File: src/rtl/port_walk_seq.sv
// rtl/port_walk_seq.sv - walking-one/zero self-checking sequencer for a pass-through port datapath
module port_walk_seq #(
  parameter int WIDTH = 8,
  parameter int LAT   = 0
) (
  input  logic                         clk,
  input  logic                         rst_n,
  input  logic                         start,
  input  logic                         walk_zero,
  input  logic                         abort,
  output logic [WIDTH-1:0]             dut_in,
  input  logic [WIDTH-1:0]             dut_out,
  output logic                         busy,
  output logic                         done,
  output logic                         pass,
  output logic [$clog2(WIDTH+1)-1:0]   err_count,
  output logic                         fail_valid,
  output logic [$clog2(WIDTH)-1:0]     fail_idx
);

  localparam int CW = $clog2(WIDTH+1);
  localparam int IW = $clog2(WIDTH);
  localparam logic [3:0]    LAT_W  = 4'(LAT);
  localparam logic [IW-1:0] IDX_MAX = IW'(WIDTH-1);

  typedef enum logic [1:0] {IDLE, RUN, DONE} state_t;

  state_t          state_q, state_d;
  logic [WIDTH-1:0] dut_in_q, dut_in_d;
  logic            busy_q, busy_d, done_q, done_d, pass_q, pass_d;
  logic [CW-1:0]   err_q, err_d;
  logic            fv_q, fv_d;
  logic [IW-1:0]   fidx_q, fidx_d;
  logic [IW-1:0]   idx_q, idx_d;
  logic [3:0]      wcnt_q, wcnt_d;
  logic            mode_q, mode_d;
  logic            mismatch;

  function automatic logic [WIDTH-1:0] pattern(input logic m, input logic [IW-1:0] k);
    logic [WIDTH-1:0] one_hot;
    one_hot = {{(WIDTH-1){1'b0}}, 1'b1} << k;
    return m ? ~one_hot : one_hot;
  endfunction

  always_comb begin
    state_d  = state_q;
    dut_in_d = dut_in_q;
    busy_d   = busy_q;
    done_d   = done_q;
    pass_d   = pass_q;
    err_d    = err_q;
    fv_d     = fv_q;
    fidx_d   = fidx_q;
    idx_d    = idx_q;
    wcnt_d   = wcnt_q;
    mode_d   = mode_q;
    // Defaulting to 1 makes an X/Z on dut_out count as a mismatch.
    mismatch = 1'b1;
    if (dut_out == dut_in_q) mismatch = 1'b0;

    case (state_q)
      IDLE, DONE: begin
        if (start) begin
          mode_d   = walk_zero;
          idx_d    = '0;
          wcnt_d   = LAT_W;
          err_d    = '0;
          fv_d     = 1'b0;
          fidx_d   = '0;
          done_d   = 1'b0;
          pass_d   = 1'b0;
          busy_d   = 1'b1;
          dut_in_d = pattern(walk_zero, '0);
          state_d  = RUN;
        end
      end
      RUN: begin
        if (abort) begin
          dut_in_d = '0;
          busy_d   = 1'b0;
          state_d  = IDLE;
        end else if (wcnt_q != 4'd0) begin
          wcnt_d = wcnt_q - 4'd1;
        end else begin
          if (mismatch) begin
            err_d = err_q + CW'(1);
            if (!fv_q) begin
              fv_d   = 1'b1;
              fidx_d = idx_q;
            end
          end
          if (idx_q == IDX_MAX) begin
            dut_in_d = '0;
            busy_d   = 1'b0;
            done_d   = 1'b1;
            pass_d   = (err_d == '0);
            state_d  = DONE;
          end else begin
            idx_d    = idx_q + IW'(1);
            dut_in_d = pattern(mode_q, idx_q + IW'(1));
            wcnt_d   = LAT_W;
          end
        end
      end
      default: state_d = IDLE;
    endcase
  end

  always_ff @(posedge clk or negedge rst_n) begin
    if (!rst_n) begin
      state_q  <= IDLE;
      dut_in_q <= '0;
      busy_q   <= 1'b0;
      done_q   <= 1'b0;
      pass_q   <= 1'b0;
      err_q    <= '0;
      fv_q     <= 1'b0;
      fidx_q   <= '0;
      idx_q    <= '0;
      wcnt_q   <= '0;
      mode_q   <= 1'b0;
    end else begin
      state_q  <= state_d;
      dut_in_q <= dut_in_d;
      busy_q   <= busy_d;
      done_q   <= done_d;
      pass_q   <= pass_d;
      err_q    <= err_d;
      fv_q     <= fv_d;
      fidx_q   <= fidx_d;
      idx_q    <= idx_d;
      wcnt_q   <= wcnt_d;
      mode_q   <= mode_d;
    end
  end

  assign dut_in     = dut_in_q;
  assign busy       = busy_q;
  assign done       = done_q;
  assign pass       = pass_q;
  assign err_count  = err_q;
  assign fail_valid = fv_q;
  assign fail_idx   = fidx_q;

endmodule

File: config.mk
export PLATFORM = sky130hd
export DESIGN_NAME = port_walk_seq
export DESIGN_NICKNAME = d
export VERILOG_FILES = /design/src/rtl/port_walk_seq.sv
export SDC_FILE = /design/constraint.sdc
export NUM_CORES = 1
export LEC_CHECK = 0
export BUFFER_PORTS_ARGS = -buffer_cell sky130_fd_sc_hd__buf_2
export CAP_MARGIN = 10
export CORE_MARGIN = 2
export CORE_UTILIZATION = 55
export CTS_BUF_LIST = sky130_fd_sc_hd__clkbuf_4
export DETAILED_ROUTE_END_ITERATION = 8
export HOLD_SLACK_MARGIN = 0.06
export PLACE_DENSITY_LB_ADDON = 0.05
export SYNTH_ARGS = -nofsm -noshare
export SYNTH_HDL_FRONTEND = slang
export SYNTH_SLANG_ARGS = --single-unit
File: constraint.sdc
create_clock -name clk -period 2.75 [get_ports clk]
set_input_delay 0.1375 -clock clk [delete_from_list [all_inputs] [get_ports clk]]
set_output_delay 0.1375 -clock clk [all_outputs]
set_load 0.005 [all_outputs]
; ---- Word level (Yosys, flattened, before mapping)
; Index checks and enable logic that the tools add are counted.
[word_totals]
out_inout_bits = 19
word_cells = 97
inputBits = 13
reg_bits = 29
[classes]
reduce_logical = 15
muxes = 52
bitwise_logic = 1
shift = 1
n_eq_ne = 14
add_sub_neg = 3
[op_table]
columns = operator, n
row1 = 8-bit 2-to-1 mux, 6
row2 = 4-bit 2-to-1 mux, 10
row3 = 3-bit 2-to-1 mux, 8
row4 = 4-bit case mux with 2 select lines, 2
row5 = 8-bit case mux with 2 select lines, 1
row6 = 5-bit AND reduction, 3
row7 = 1-bit 2-to-1 mux, 14
row8 = 2-bit != test (second input constant), 7
row9 = 3-bit case mux with 2 select lines, 2
row10 = 4-bit AND reduction, 3
row11 = 3-bit != test (second input constant), 3
row12 = 8-bit == test, 1
row13 = 2-bit 2-to-1 mux, 4
row14 = 8-bit inverter, 1
row15 = 1-bit case mux with 2 select lines, 4
row16 = 1-bit by 3-bit left shift with 8-bit output (first input constant), 1
row17 = 3-bit AND reduction, 2
row18 = 6-bit AND reduction, 1
row19 = 4-bit by 1-bit adder with 4-bit output (second input constant), 1
row20 = 4-bit logical NOT, 1
row21 = 2-bit case mux with 2 select lines, 1
row22 = 4-bit nonzero test, 1
row23 = 4-bit by 1-bit subtractor with 4-bit output (second input constant), 1
row24 = 3-bit by 1-bit adder with 3-bit output (second input constant), 1
row25 = other kinds (7), 7

; ---- Depth between registers and ports, before layout
; Gate-level depths: netlist of run 1.
[logic_depth]
ltp_word = 10
depth_mapped = 7
ltp_nobuf = 7

; ---- Worst setup path before layout of run 1
; OpenSTA, ideal clock, no wires.
[synth_timing]
path_kind = register -> register
from = reg wcnt_q[0]
to = reg err_q[0] (netlist: err_count[0])
n_path_buf = 0
path_stages_with_launch = 7
t_required_ps = 2625
arrival_time_ps = 1834
path_slack_ps = 790
setup_ps = 125
period_less_slack_ps = 1960
path_cell_list = dfrtp_1 > inv_1 > ha_1 > or3b_4 > a2111oi_4 > nor2_2 > mux2_4
[synth_between]
elab_chain_len = 3
[synth_lines]
columns = item, line
row1 = start: declaration, 35  ; logic [3:0] wcnt_q, wcnt_d;
row2 = start signal: assignment, 132  ; wcnt_q <= wcnt_d;
row3 = 4-bit nonzero test, 82  ; end else if (wcnt_q != 4'd0) begin
row4 = 2-bit != test (no source line), -
row5 = 4-bit AND reduction (no source line), -
row6 = end signal: assignment, 128  ; err_q <= err_d;
row7 = end: declaration, 31  ; logic [CW-1:0] err_q, err_d;
; No other way between the ends.
; A chain may end at the register's enable or synchronous reset.

; ---- Final worst setup path of run 1
; Ends and elaborated chain as after synthesis.

==> flow_summary.yaml, run 1 <==
clock_network:
  clk_path_buf_depth: 2
  cts-hold-fix-buffers: 3
  clkLatencyLatePin_ns: 0.33
  cts_sinks: 29
  cts_root_buf: "clkbuf_4"
  numCtsBuffers: 5
  cts_tree: "built"
  cts_setup_buffers: 0
  post_cts_resized: 0
  h-tree-depth: 2
  clk_pin_slew_ns: 0.09
timing:
  finalHoldViolations: 0
  rsz0062_at_grt: "false"
  finalSetupViolations: 0
  setup-tns-final_ns: 0
  fin_worst_skew_ns: 0.01031
  max-slew-margin-rel_pct: 57.23
  tightest_slew_ns: 0.6415
  max_freq_ghz: 0.4775
  post-route-period-util_pct: 76.15
  maxSlewViolCount: 0
  post-route-min-period_ns: 2.094
run_status:
  outcome: "finished clean"
global_route:
  grt_pass1_wl_um: 5747
  grt_use_total_pct: 21.75
  grt-ovfl-total: 0
  grt_max_degree: 30
  antenna_found_initial: 0
  grt_pass1_vias: 1285
detailed_routing:
  num_vias: 1396
  drtAntennaViolNets: 0
  first_iter_violations: 56
  routedWlPerCell_um: 12.87
  routed_wirelength_um: 3437
  drt_pass1_iterations: 4
  vias_per_cell: 5.228
  drc: 0
yosys:
  yosysTopAreaCell: "dfrtp_1"
  synth_cells: 186
  synth_seq_area_share_pct: 41.97
  synth_ff_type: "dfrtp_1"
  async_reset_ff_share_pct: 100.0
  ys_warn_count: 0
  ys_ff_latch: 29
  synth_edf_count: 0
  synth_area_leaders: "dfrtp_1 42%, ha_1 6.5%, nand2_1 5.6%"
  syn_area_per_cell_um2: 9.297
  syn_nets: 208
  post_synth_num_cell_types: 33
  syn-cell-area_um2: 1729
  synthDominantCellAreaShare_pct: 41.97
finish:
  final_layout_size_suffix_gt1_share_pct: 21.08
  multi_input_area_um2: 942.2
  nets: 245
  fill_cells: 251
  utilization_pct: 66.36
  syn_to_final_growth_pct: 16.21
  seqCellArea_um2: 725.7
  num_antenna_cells: 0
setup_path:
  worst_ep_arrival_time_ns: 2.32
  crit_required_ns: 2.97
  crit_type: "reg -> reg"
  end_kind: "flop"
  r2r_slack_ns: 0.66
  start_kind: "flop"
  cp_max_fo: 7
place:
  dpl.hpwl_um: 2586
  gp_congestion: 0.7811
  portBuffers: 31
floorplan:
  die_w_um: 60.07
  initial_core_util_pct: 57.11
  pin_count: 32
  coreArea_um2: 3028
  placementRows: 20
  die_h_um: 60.07
  fp.dieArea_um2: 3608
power_and_ir_drop:
  p_leak_nw: 0.9210
  ir_worst_vdd_v: 0.0004751
  power_density_nw_per_um2: 898.7
  power_mw: 1.806
worst_hold_path:
  hold_class: "in -> reg"
run:
  maxCapViolCount: 0
routing by layer:
metal | global-route usage, % | vias to the layer above | part of all wire (%)
li1 | - | 710 | -
met1 | 28.97 | 645 | 47
met2 | 33.39 | 33 | 47
met3 | 4.545 | 8 | 4.0
met4 | 11.11 | 0 | 1.9
met5 | 0 | - | 0
registers in the layout, indices dropped and copies added, names as in the netlist:
name,count
dut_in,8
mode_q,1
fail_valid,1
pass,1
busy,1
idx_q,3
done,1
fail_idx,3
err_count,4
wcnt_q,4
state_q,2
kinds of logic after synthesis:
logic type	synth area share (%)
AOI/OAI and AO/OA	14.76
xor gates and xnor gates	8.611
adders and majority gates	6.512
buffers and inverters	3.546
DFF	41.97
muxes	3.184
and+or+nand+nor	21.42
final cells by class:
| class | count | area share (%) |
|---|---|---|
| Clock buffer | 6 | 2.242 |
| Clock inverter | 1 | 0.1868 |
| Inverter | 10 | 1.868 |
| Multi-Input combinational cell | 141 | 46.89 |
| Sequential cell | 29 | 36.11 |
| Tap cell | 44 | 2.740 |
| Timing Repair Buffer | 36 | 9.963 |
worst paths after layout:
kind,startpoint,end,cells past startpoint
setup / recovery,wcnt_q[0],err_count[0],6
hold / removal,abort,busy,4
setup reg to reg,wcnt_q[0],err_count[0],6
hold reg to reg,wcnt_q[0],wcnt_q[0],1
max in group asynchronous,rst_n,fail_idx[1],2
min in group asynchronous,rst_n,pass,2
through the flow:
step / hold WS [ns] / cell area [um^2] / cells / worst slack, ns
2_1_floorplan: -0.1581 / 1729 / 186 / 0.7905
3_3_place_gp: 0.1895 / 1931 / 257 / 0.7168
3_5_place_dp: 0.2001 / 1931 / 257 / 0.6542
4_1_cts: 0.2426 / 2009 / 267 / 0.6443
5_1_grt: 0.3009 / 2009 / 267 / 0.5259
6_report: 0.2539 / 2009 / 267 / 0.6558
power breakdown:
| group | total [mW] | internal [mW] | switching, mW |
|---|---|---|---|
| registers | 0.723 | 0.563 | 0.159 |
| clock network | 0.240 | 0.102 | 0.138 |
| logic | 0.843 | 0.391 | 0.452 |
| total | 1.81 | 1.06 | 0.749 |
cells in the final DEF (no fill, tap or decap), types with 6 or more instances in the layout:
master	count
nand2_1	26
a21oi_1	13
xor2_1	9
buf_2	31
o21ai_0	11
ha_1	9
nand2b_1	9
clkbuf_4	6
inv_1	10
dfrtp_1	29
xnor2_1	8
nor2_1	16
worst max-delay path: stages, from the launching register on:
cell       delay (ns)
dfrtp_1          0.41
inv_1            0.09
ha_1             0.15
or3b_4           0.41
a2111oi_4        0.56
nor2_2           0.11
mux2_4           0.27
cells in the mapped netlist (all sizes together), types with 2 or more instances:
cell     n
dfrtp   29
nand2   26
nor2    17
o21ai   15
a21oi   13
inv     10
ha       9
nand2b   9
xor2     9
xnor2    8
clkbuf   5
mux2i    4
nor3     4
a211oi   3
nand3    3
nand3b   3
nor2b    3
a32o     2
nor4     2
o22ai    2
No activity file was read; power rests on OpenSTA's default activity.
==> inputs of run 2 (changes only) <==
--- a/config.mk
+++ b/config.mk
@@ -5,6 +5,7 @@
 export SDC_FILE = /design/constraint.sdc
 export NUM_CORES = 1
 export LEC_CHECK = 0
+export ABC_AREA = 1
 export BUFFER_PORTS_ARGS = -buffer_cell sky130_fd_sc_hd__buf_2
 export CAP_MARGIN = 10
 export CORE_MARGIN = 2
==> constraint.sdc (replaced) <==
create_clock -name clk -period 2.2 [get_ports clk]
set_input_delay 0.11 -clock clk [delete_from_list [all_inputs] [get_ports clk]]
set_output_delay 0.11 -clock clk [all_outputs]
set_load 0.005 [all_outputs]
==> run 2 against run 1 <==
Count of clock-buffer cells in the layout unchanged. First-iteration DRC count up 20%. Clock skew up 0.0037 ns.
==> flow_summary.yaml, run 2 <==
detailed_routing:
  routedWlPerCell_um: 10.55
  num_vias: 1590
  drtAntennaViolNets: 0
  first_iter_violations: 67
  vias_per_cell: 4.818
  drt_pass1_iterations: 4
  drc: 0
  routed_wirelength_um: 3481
place:
  dpl.hpwl_um: 2663
  portBuffers: 31
  place_inst: 320
  gp_congestion: 0.8266
power_and_ir_drop:
  power_density_nw_per_um2: 1213
  ir_worst_vdd_v: 0.0006351
  p_leak_nw: 1.168
  power_mw: 2.584
finish:
  seqCellArea_um2: 725.7
  fill_cells: 306
  syn_to_final_growth_pct: 14.60
  largest_reg_flops: 8
  mostFrequentLayoutCells: "78 x nand2_1, 31 x buf_2, 30 x inv_1"
  final_layout_size_suffix_gt1_share_pct: 23.94
  nets: 305
  num_antenna_cells: 0
  final_cells: 330
  layout_commonest_cell: "nand2_1"
  utilization_pct: 64.88
  multi_input_area_um2: 953.4
timing:
  post-route-min-period_ns: 1.720
  max-slew-margin-rel_pct: 57.11
  rsz0062_at_grt: "false"
  setup-tns-final_ns: 0
  maxSlewViolCount: 0
  finalSetupViolations: 0
  post-route-period-util_pct: 78.17
  finalHoldViolations: 0
  hold_slack_ns: 0.1087
  max_freq_ghz: 0.5815
  fin_worst_skew_ns: 0.01397
  tightest_slew_ns: 0.6433
yosys:
  async_reset_ff_share_pct: 100.0
  synth_edf_count: 0
  syn-cell-area_um2: 1859
  synth_cells: 246
  syn_nets: 268
  yosysTopAreaCell: "dfrtp_1"
  ys_warn_count: 0
  ys_ff_latch: 29
  synth_commonest_cells: "78 x nand2_1, 30 x inv_1, 29 x dfrtp_1, 16 x o21ai_0, 12 x inv_2"
  synthDominantCellAreaShare_pct: 39.03
  synth_seq_area_share_pct: 39.03
  synth_area_leaders: "dfrtp_1 39%, nand2_1 16%, ha_1 6.1%"
  syn_area_per_cell_um2: 7.558
  post_synth_num_cell_types: 28
  synth_most_common_cell: "nand2_1"
  synth_ff_type: "dfrtp_1"
clock_network:
  cts_setup_buffers: 0
  h-tree-depth: 2
  numCtsBuffers: 5
  clkLatencyLatePin_ns: 0.34
  cts_root_buf: "clkbuf_4"
  cts_tree: "built"
  clk_path_buf_depth: 2
  cts_sinks: 29
  clk_pin_slew_ns: 0.10
global_route:
  grt-ovfl-total: 0
  grt_pass1_wl_um: 6513
  grt_use_total_pct: 21.08
  grt_max_degree: 30
  antenna_found_initial: 0
  grt_pass1_vias: 1506
floorplan:
  die_h_um: 62.14
  die_w_um: 62.14
  placementRows: 21
  coreArea_um2: 3284
  fp.dieArea_um2: 3861
  initial_core_util_pct: 56.61
  pin_count: 32
setup_path:
  crit_required_ns: 2.46
  r2r_cells: 8
  crit_type: "reg -> reg"
  worst_ep_arrival_time_ns: 1.98
  r2r_slack_ns: 0.48
  r2r_end: "dut_in[2]"
  cp_max_fo: 6
  end_kind: "flop"
  start_kind: "flop"
  r2r_start: "idx_q[0]"
worst_hold_path:
  min-delay-start: "start"
  whs_path_depth: 4
  min_to: "state_q[1]"
  hold_class: "in -> reg"
run_status:
  outcome: "finished clean"
run:
  maxCapViolCount: 0
run 2: cell types whose count changed in the layout (fill, tap and decap cells not counted), sizes merged, moves of 4 or more:
cell and change:
a21oi -10, inv +33, mux2i -4, nand2 +58, nand2b -9, nand3 +9, nor2 -5, o21ai +16
xnor2 -6
run 2: repair_timing:
action | 4_1_cts | 5_1_grt
hold buffers | 2 | 0
hold endpoints to repair | 30 | 0
gates resized for setup | 0 | 0
run 2: metal layers:
| metal | share of wire, % | track usage, % | routed length (um) | up-vias |
|---|---|---|---|---|
| met3 | 3.6 | 4.167 | 124 | 8 |
| li1 | - | - | - | 842 |
| met5 | 0 | 0 | 0 | - |
| met1 | 50 | 27.66 | 1725 | 717 |
| met2 | 45 | 33.70 | 1556 | 23 |
| met4 | 2.1 | 10.00 | 74 | 0 |
run 2: cells by family after synthesis:
kind of cell / synth area share (%)
xor+xnor: 5.653
flops: 39.03
fa+ha+maj: 6.057
compound gates: 12.45
simple gates: 27.12
buf+inv: 9.690
run 2: how the worst max path moves through the flow:
stage | slack [ns] | from | endpoint | cells past startpoint
floorplan | 0.63 | idx_q[0] | dut_in[3] | 8
global placement | 0.56 | idx_q[0] | dut_in[2] | 8
detailed placement | 0.51 | idx_q[0] | dut_in[1] | 8
CTS | 0.46 | idx_q[0] | dut_in[2] | 8
global route | 0.29 | idx_q[0] | dut_in[3] | 8
finish | 0.48 | idx_q[0] | dut_in[2] | 8
run 2: through the flow:
step                cell area [um^2]  setup slack (ns)
floorplan                       1859            0.6327
global placement                2056            0.5594
detailed placement              2056            0.5099
CTS                             2131            0.4630
global route                    2131            0.2922
finish                          2131            0.4802
run 2: area by class of cell:
cell class                      count  share of cell area [%]
Clock inverter                      2                  0.4698
Inverter                           43                   7.692
Clock buffer                        6                   2.114
Timing Repair Buffer               33                   8.221
Sequential cell                    29                   34.06
Tap cell                           46                   2.701
Multi-Input combinational cell    171                   44.74
run 2: where the power goes:
group / switching, mW / internal, mW / total (mW)
combinational: 0.838 / 0.518 / 1.36
clock: 0.187 / 0.134 / 0.320
sequential: 0.183 / 0.725 / 0.908
run 2: worst max-delay path, cell delays in order (launching register included):
cell and delay, ns:
dfrtp_1 0.44, ha_1 0.23, ha_1 0.34, inv_1 0.13, nand2_1 0.07, xor2_1 0.13
o21ai_0 0.16, nand2_1 0.07, o21ai_1 0.07
==> inputs of run 3 (changes only) <==
==> constraint.sdc (replaced) <==
create_clock -name clk -period 1.78 [get_ports clk]
set_input_delay 0.089 -clock clk [delete_from_list [all_inputs] [get_ports clk]]
set_output_delay 0.089 -clock clk [all_outputs]
set_load 0.005 [all_outputs]
==> run 3 against run 2 <==
Clock power grew 23%. Combinational power up 26%. Count of clock-buffer cells in the layout is the same. Non-clock buffer count grew 3. Sequential share of layout area decreased by 0.40 points. Total power is 25% higher. Cell area rose by 1.2%. First-iteration DRC count is 1.5% lower. Die area is the same. Routed wire length rose by 1.3%. Worst setup slack lost 0.34 ns. Critical path type unchanged.
==> flow_summary.yaml, run 3 (synthesis gave the netlist of run 2 again) <==
run_status:
  outcome: "finished clean"
global_route:
  grt_pass1_vias: 1506
  grt_use_total_pct: 21.08
  grt_max_degree: 30
  grt_pass1_wl_um: 6513
  grt-ovfl-total: 0
  antenna_found_initial: 0
floorplan:
  fp.dieArea_um2: 3861
  initial_core_util_pct: 56.61
  die_w_um: 62.14
  coreArea_um2: 3284
  die_h_um: 62.14
  pin_count: 32
  placementRows: 21
timing:
  post-route-min-period_ns: 1.641
  fin_worst_skew_ns: 0.01330
  finalSetupViolations: 0
  setup-tns-final_ns: 0
  post-route-period-util_pct: 92.18
  tightest_slew_ns: 0.6429
  setup_ws_ns: 0.1392
  maxSlewViolCount: 0
  max_freq_ghz: 0.6095
  finalHoldViolations: 0
  max-slew-margin-rel_pct: 57.14
clock_network:
  clk_path_buf_depth: 2
  h-tree-depth: 2
  cts_tree: "built"
  cts_sinks: 29
  cts_root_buf: "clkbuf_4"
  clkLatencyLatePin_ns: 0.34
  numCtsBuffers: 5
  clk_pin_slew_ns: 0.09
detailed_routing:
  num_vias: 1596
  routedWlPerCell_um: 10.59
  routed_wirelength_um: 3525
  vias_per_cell: 4.793
  drt_pass1_iterations: 4
  drtAntennaViolNets: 0
  drc: 0
  first_iter_violations: 66
setup_path:
  crit_type: "reg -> reg"
  r2r_cells: 8
  crit_required_ns: 1.99
  crit_path_max_incr_delay_ns: 0.41
  crit_path_top_delay_cell: "dfrtp_1"
  start_kind: "flop"
  cp_common_cell: "nand2_1"
  path_cells: "ha_1 > ha_2 > inv_1 > nand2_1 > xor2_1 > o22ai_1 > nand2_1 > o21ai_1"
  end_kind: "flop"
  worst_ep_arrival_time_ns: 1.85
  r2r_start: "idx_q[0]"
  cp_max_fo: 6
  r2r_slack_ns: 0.14
  r2r_end: "dut_in[0]"
finish:
  layout_commonest_cell: "nand2_1"
  syn_to_final_growth_pct: 15.95
  fin_area_um2: 2156
  final_cells: 333
  multi_input_area_um2: 955.9
  fill_cells: 302
  mostFrequentLayoutCells: "78 x nand2_1, 31 x buf_2, 30 x inv_1"
  final_layout_size_suffix_gt1_share_pct: 25.09
  num_antenna_cells: 0
  largest_reg_flops: 8
  nets: 308
  seqCellArea_um2: 725.7
  utilization_pct: 65.64
worst_hold_path:
  hold_class: "in -> reg"
  min-delay-start: "start"
  min_to: "state_q[1]"
  whs_path_depth: 4
place:
  pre_cts_ws_ns: 0.08987
  portBuffers: 31
  gp_congestion: 0.8266
  place_area_um2: 2056
  place_inst: 320
  dpl.hpwl_um: 2663
power_and_ir_drop:
  power_density_nw_per_um2: 1495
  p_leak_nw: 1.181
  ir_worst_vdd_v: 0.0007850
run:
  maxCapViolCount: 0
[run 3: cell types whose count changed in the layout (fill, tap and decap cells not counted)]
| cell | change |
|---|---|
| buf_4 | +3 |
| ha_1 | -1 |
| ha_2 | +1 |
[run 3: area by class of cell]
cell class / count / share of cell area, %
clock inverters: 2 / 0.4643
inverters: 43 / 7.603
clock buffers: 6 / 2.089
multi-input cells: 171 / 44.34
repair buffers: 36 / 9.170
well taps: 46 / 2.670
flip-flops and latches: 29 / 33.66
[run 3: how the worst max path moves through the flow]
stage / start / to / slack, ns
after global routing: idx_q[0] / dut_in[3] / -0.01
after global placement: idx_q[0] / dut_in[2] / 0.14
after CTS: idx_q[0] / dut_in[2] / 0.04
final: idx_q[0] / dut_in[0] / 0.14
after detailed placement: idx_q[0] / dut_in[1] / 0.09
after floorplan: idx_q[0] / dut_in[3] / 0.21
[run 3: metal layers]
layer | vias to the layer above | routed length, um | track usage, %
li1 | 847 | - | -
met1 | 718 | 1727 | 27.66
met2 | 23 | 1598 | 33.70
met3 | 8 | 126 | 4.167
met4 | 0 | 73 | 10.00
met5 | - | 0 | 0
[run 3: worst max-delay path, delay by kind of cell, from the launching register on]
family                     cells  cell delay (ns)
xor gates and xnor gates       1             0.14
and+or+nand+nor                2             0.15
adders and majority gates      2             0.59
buffers and inverters          1             0.08
AOI/OAI and AO/OA              2             0.15
DFF                            1             0.41
[run 3: power breakdown]
group | total (mW) | internal [mW] | leakage, nW | switching [mW]
logic | 1.71 | 0.663 | 0.767 | 1.05
clock network | 0.395 | 0.165 | 0.0354 | 0.230
registers | 1.11 | 0.896 | 0.378 | 0.218
[run 3: what timing repair did]
action,CTS,global route
endpoints found under the hold margin,30,0
hold buffers,2,0
setup endpoints to repair,0,8
resized for setup,0,1
setup buffers,0,3
[run 3: through the flow]
step                      hold WS [ns]  power (mW)
after global placement          0.1493       2.794
final                          0.08837       3.223
after CTS                      0.08848       3.226
after floorplan                -0.2066       2.423
after global routing            0.1243       3.591
after detailed placement        0.1558       2.814
